### src/rtl/muldiv_wb_if.sv
// Operand/request and register-file write-port bundle for the muldiv_wb execution stage.
// master drives requests and observes the write port; slave is the execution stage.
interface muldiv_wb_if #(
  parameter int unsigned pw = 4
);
  logic          start;
  logic          op;
  logic [7:0]    datA;
  logic [7:0]    datB;
  logic [pw-1:0] dst;
  logic          busy;
  logic          done;
  logic          wr_en;
  logic [pw-1:0] wr_addr;
  logic [7:0]    wr_dat;
  logic          div0;

  modport master (
    output start, op, datA, datB, dst,
    input  busy, done, wr_en, wr_addr, wr_dat, div0
  );

  modport slave (
    input  start, op, datA, datB, dst,
    output busy, done, wr_en, wr_addr, wr_dat, div0
  );
endinterface

### src/rtl/muldiv_wb.sv
// Iterative 8-bit unsigned multiply (shift-add) / divide (restoring) stage that writes its
// 16-bit result to the register file as two bytes: lo to dst, hi to dst+1.
module muldiv_wb #(
  parameter int unsigned pw = 4
) (
  input logic        clk,
  input logic        rst_n,
  muldiv_wb_if.slave bus
);

  typedef enum logic [1:0] {StIdle, StCalc, StWbLo, StWbHi} state_e;

  state_e        state_q, state_d;
  logic [2:0]    cnt_q, cnt_d;
  logic          op_q, op_d;
  logic [pw-1:0] dst_q, dst_d;
  logic [7:0]    opnd_q, opnd_d;
  // MULU: {hi, lo} = {partial product, remaining multiplier}; DIVU: {remainder, quotient}.
  logic [15:0]   work_q, work_d;
  logic          div0_q, div0_d;

  logic [8:0]    mul_sum;
  logic [15:0]   mul_next;
  logic [8:0]    div_shift;
  logic [8:0]    div_diff;
  logic          div_ge;
  logic [15:0]   div_next;

  always_comb begin
    mul_sum  = {1'b0, work_q[15:8]} + (work_q[0] ? {1'b0, opnd_q} : 9'd0);
    mul_next = {mul_sum, work_q[7:1]};
    // Partial remainder never exceeds 2*divisor-1, so bit 8 of the difference is the borrow.
    div_shift = {work_q[15:8], work_q[7]};
    div_diff  = div_shift - {1'b0, opnd_q};
    div_ge    = ~div_diff[8];
    div_next  = {(div_ge ? div_diff[7:0] : div_shift[7:0]), work_q[6:0], div_ge};
  end

  always_comb begin
    state_d = state_q;
    cnt_d   = cnt_q;
    op_d    = op_q;
    dst_d   = dst_q;
    opnd_d  = opnd_q;
    work_d  = work_q;
    div0_d  = div0_q;
    case (state_q)
      StIdle: begin
        if (bus.start) begin
          state_d = StCalc;
          cnt_d   = 3'd0;
          op_d    = bus.op;
          dst_d   = bus.dst;
          div0_d  = 1'b0;
          opnd_d  = bus.op ? bus.datB : bus.datA;
          work_d  = {8'h00, (bus.op ? bus.datA : bus.datB)};
        end
      end
      StCalc: begin
        work_d = op_q ? div_next : mul_next;
        cnt_d  = cnt_q + 3'd1;
        if (cnt_q == 3'd7) begin
          state_d = StWbLo;
        end
      end
      StWbLo: begin
        state_d = StWbHi;
        if (op_q && (opnd_q == 8'h00)) begin
          div0_d = 1'b1;
        end
      end
      StWbHi: begin
        state_d = StIdle;
      end
      default: begin
        state_d = StIdle;
      end
    endcase
  end

  always_ff @(posedge clk or negedge rst_n) begin
    if (!rst_n) begin
      state_q <= StIdle;
      cnt_q   <= 3'd0;
      op_q    <= 1'b0;
      dst_q   <= '0;
      opnd_q  <= 8'h00;
      work_q  <= 16'h0000;
      div0_q  <= 1'b0;
    end else begin
      state_q <= state_d;
      cnt_q   <= cnt_d;
      op_q    <= op_d;
      dst_q   <= dst_d;
      opnd_q  <= opnd_d;
      work_q  <= work_d;
      div0_q  <= div0_d;
    end
  end

  // Outputs decode registered state only.
  always_comb begin
    bus.busy    = (state_q != StIdle);
    bus.done    = 1'b0;
    bus.wr_en   = 1'b0;
    bus.wr_addr = '0;
    bus.wr_dat  = 8'h00;
    bus.div0    = div0_q;
    case (state_q)
      StWbLo: begin
        bus.wr_en   = 1'b1;
        bus.wr_addr = dst_q;
        bus.wr_dat  = work_q[7:0];
      end
      StWbHi: begin
        bus.wr_en   = 1'b1;
        bus.done    = 1'b1;
        bus.wr_addr = dst_q + {{(pw-1){1'b0}}, 1'b1};
        bus.wr_dat  = work_q[15:8];
      end
      default: begin
        bus.done = 1'b0;
      end
    endcase
  end

endmodule
### src/flat_wrapper.sv
// flat-port wrapper written by rule: the top's interface ports become plain ports
module muldiv_wb_flat 
#(
  parameter int unsigned pw = 4
)
  (clk, rst_n, bus_start, bus_op, bus_datA, bus_datB, bus_dst, bus_busy, bus_done, bus_wr_en, bus_wr_addr, bus_wr_dat, bus_div0);
  muldiv_wb_if #(.pw(pw)) bus_i ();
  input logic clk;
  input logic rst_n;
  input wire logic [$bits(bus_i.start)-1:0] bus_start;
  input wire logic [$bits(bus_i.op)-1:0] bus_op;
  input wire logic [$bits(bus_i.datA)-1:0] bus_datA;
  input wire logic [$bits(bus_i.datB)-1:0] bus_datB;
  input wire logic [$bits(bus_i.dst)-1:0] bus_dst;
  output wire logic [$bits(bus_i.busy)-1:0] bus_busy;
  output wire logic [$bits(bus_i.done)-1:0] bus_done;
  output wire logic [$bits(bus_i.wr_en)-1:0] bus_wr_en;
  output wire logic [$bits(bus_i.wr_addr)-1:0] bus_wr_addr;
  output wire logic [$bits(bus_i.wr_dat)-1:0] bus_wr_dat;
  output wire logic [$bits(bus_i.div0)-1:0] bus_div0;
  assign bus_i.start = bus_start;
  assign bus_i.op = bus_op;
  assign bus_i.datA = bus_datA;
  assign bus_i.datB = bus_datB;
  assign bus_i.dst = bus_dst;
  assign bus_busy = bus_i.busy;
  assign bus_done = bus_i.done;
  assign bus_wr_en = bus_i.wr_en;
  assign bus_wr_addr = bus_i.wr_addr;
  assign bus_wr_dat = bus_i.wr_dat;
  assign bus_div0 = bus_i.div0;
  muldiv_wb #(.pw(pw)) u_core (.clk(clk), .rst_n(rst_n), .bus(bus_i));
endmodule
### config.mk
export PLATFORM = sky130hd
export DESIGN_NAME = muldiv_wb_flat
export DESIGN_NICKNAME = d
export VERILOG_FILES = /design/src/rtl/muldiv_wb_if.sv /design/src/rtl/muldiv_wb.sv /design/src/flat_wrapper.sv
export SDC_FILE = /design/constraint.sdc
export NUM_CORES = 1
export LEC_CHECK = 0
export ABC_AREA = 1
export BUFFER_PORTS_ARGS = -buffer_cell sky130_fd_sc_hd__buf_2
export CORE_ASPECT_RATIO = 0.6
export CORE_UTILIZATION = 35
export DETAILED_ROUTE_END_ITERATION = 16
export GPL_ROUTABILITY_DRIVEN = 1
export SLEW_MARGIN = 20
export SYNTH_ARGS = -nofsm -noshare
export SYNTH_HDL_FRONTEND = slang
export SYNTH_SLANG_ARGS = --single-unit
### constraint.sdc
create_clock -name clk -period 3.4 [get_ports clk]
set_input_delay 0.34 -clock clk [delete_from_list [all_inputs] [get_ports clk]]
set_output_delay 0.34 -clock clk [all_outputs]
set_load 0.01 [all_outputs]
==> results_dict.tcl <==
set metrics [dict create \
    outcome "finished clean" \
    root_buffer "clkbuf_16" \
    cts_tree "built" \
    cpPeakStageDelay_ns 0.40 \
    io_buffers 39 \
    timing.slew.headroom 0.449 \
    antenna_cells 0 \
    place_ws_ns 1.09 \
    finalSetupTns_ns 0 \
    die_x_um 121 \
    yosysSeqAreaShare 0.294 \
    worst_slack_ns 1.02 \
    setup_violations 0 \
    startpoint "u_core.state_q[0]" \
    required_ns 3.58 \
    place_congestion 0.911 \
    vias 3083 \
    dieHeight_um 73.5 \
    ys_ff_latch 35 \
    syn_area_per_cell_um2 6.68 \
    rsz0062_at_grt "false" \
    clockBufferDepth 2 \
    fin_skew_ns 0.00421 \
    hold_buffers 0 \
    path_cells "inv_1, ha_1, nand2_1, o21ai_2, inv_1, o31ai_1" \
    fmax_mhz 420 \
    drtPass1Iterations 5 \
    ir_drop_mv 0.497 \
    drtIter0Drc 383 \
    synth_area_leaders "dfrtp_1 (29%), nand2_1 (16%), inv_1 (11%)" \
    grt-ovfl-total 0 \
    area_growth_pct 13.6 \
    p_leak_nw 1.92 \
    num_rows 25 \
    fp.coreArea_um2 8070 \
    synth_commonest_cells "nand2_1 (125), inv_1 (84), o21ai_0 (49)" \
    crit_slowest_cell "dfrtp_1" \
    final.min_clock_period_ns 2.38 \
    drive_gt1_frac 0.117 \
    grt_max_degree 36 \
    die_area_um2 8900 \
    h-tree-depth 2 \
    yosysWarnings 0 \
    io_pins 40 \
    wl_um 8890 \
    cp-endpoint "u_core.work_q[7]" \
    clock_latency_ns 0.28 \
    crit_fanout 16 \
    grt_use_total 0.209 \
    vias_per_cell 5.26 \
    synth_nets 495 \
    async_reset_ff_frac 1.00 \
    worst_pin_slew_ns 0.826 \
    power.density_nw_per_um2 1110 \
    netlist_area_um2 2980 \
    synthesis.instances 446 \
    antenna_found_initial 0 \
    maxSlewViolCount 0 \
    antenna_left 0 \
    reg2reg_slack_ns 1.02 \
    drv_cap 0 \
    reg2reg_to "u_core.work_q[7]" \
    cts.sink_count 35 \
    path_clk_slew_ns 0.06 \
    cts_setup_buffers 0 \
    nets 528 \
    dp_hpwl_um 7060 \
    hold_class "input pin to async pin" \
    rr_worst_depth 6 \
    final_hold_viol_count 0 \
    ys_types 34 \
    grt_pass1_vias 2589 \
    cts_resized 0 \
    start_kind "flip-flop" \
    synth_edf_count 0 \
    wire_per_inst_um 15.2 \
    worstSetupEndpointType "flip-flop" \
    drc 0 \
    cp.arrival_ns 2.56 \
    crit_top_cell "inv_1" \
    cts_buffers 5 \
    initial_core_util 0.369 \
    grt_pass1_wl_um 13800 \
    yosysTopAreaCellShare 0.294 \
    r2r_start "u_core.state_q[0]" \
    ys.flop_type "dfrtp_1" \
    fin_crit_sh 0.700 \
    path_class "flip-flop to flip-flop" \
    yosys.area.top_type "dfrtp_1" \
    synthMostInstantiatedCell "nand2_1" \
]
## per-layer routing
| layer | GRT usage | vias up | share of wire | routed length [um] |
|---|---|---|---|---|
| met4 | 0.0370 | 0 | 0.0061 | 54 |
| met1 | 0.354 | 1439 | 0.54 | 4820 |
| li1 | - | 1505 | - | - |
| met3 | 0.0512 | 8 | 0.10 | 886 |
| met2 | 0.249 | 131 | 0.35 | 3130 |
| met5 | 0 | - | 0 | 0 |
## worst min path at each step
stage | start | endpoint | cells past startpoint
6_report | rst_n | u_core.cnt_q[0] | 1
5_1_grt | rst_n | u_core.work_q[12] | 1
4_1_cts | rst_n | u_core.cnt_q[0] | 1
3_5_place_dp | rst_n | u_core.cnt_q[0] | 1
3_3_place_gp | rst_n | u_core.cnt_q[0] | 1
2_1_floorplan | rst_n | u_core.bus.div0 | 0
## layout make-up
type / count / area (um^2)
tap: 108 / 135
timing repair buffer: 40 / 203
sequential: 35 / 876
fill: 829 / 4680
clock buffer: 6 / 129
multi-input combinational: 312 / 1730
inverter: 85 / 319
## metrics by stage
step	utilization	total power [mW]	cells	area (um^2)	hold WS, ns
finish	0.420	3.77	586	3390	0.152
global route	0.420	4.11	586	3390	0.231
CTS	0.420	3.72	586	3390	0.181
detailed placement	0.404	3.27	580	3260	0.483
global placement	0.404	3.25	580	3260	0.486
floorplan	-	2.60	446	2980	0.0444
## state kept, by name, indices dropped and copies added, names as in the netlist
register         cells
u_core.dst_q         4
u_core.state_q       2
u_core.work_q       16
u_core.opnd_q        8
u_core.op_q          1
u_core.cnt_q         3
u_core.bus.div0      1
## worst max-delay path: cells and delay by family (launching register included)
family / cells / cell delay (ns)
buffers and inverters: 2 / 0.51
adder cells (fa/ha/maj): 1 / 0.25
flip-flops: 1 / 0.40
AO/OA/AOI/OAI: 2 / 0.73
AND/OR/NAND/NOR: 1 / 0.39
## cells in the final DEF, fill, tap and decap left out
cell type  count
a31oi_1        1
clkbuf_16      5
o31ai_1        1
clkbuf_1       1
fa_1           2
or2_2          1
xor2_1         4
clkinv_1       1
inv_1         84
nand3_4        1
nand3_2        1
a22o_1         4
o21a_1         1
buf_4          1
dfrtp_1       35
a32o_1         1
nor2_2         1
nand3b_1       1
ha_1          23
xnor2_1        1
nand3_1       30
nand2_8        1
a21oi_1       32
o21ai_2        1
nor2_1         8
nor4_1         1
nand2_2        3
buf_2         39
nand2_1      125
nand4_1        7
o21ai_0       49
o21ai_1        2
o22ai_1        8
a21oi_4        1
nand2_4        1
## cell families (layout without fill, tap and decap cells)
kind of cell	after synthesis	in the layout	synth area share
buffers and inverters	99	131	0.127
adder cells (fa/ha/maj)	25	25	0.110
XOR/XNOR	5	5	0.0147
AND/OR/NAND/NOR	181	181	0.267
flip-flops	35	35	0.294
AO/OA/AOI/OAI	101	101	0.187
## where the power goes
part | internal (mW) | switching [mW]
clock | 0.264 | 0.174
combinational | 0.861 | 1.63
sequential | 0.613 | 0.227
total | 1.74 | 2.03
(Power assumes the default switching activity.)
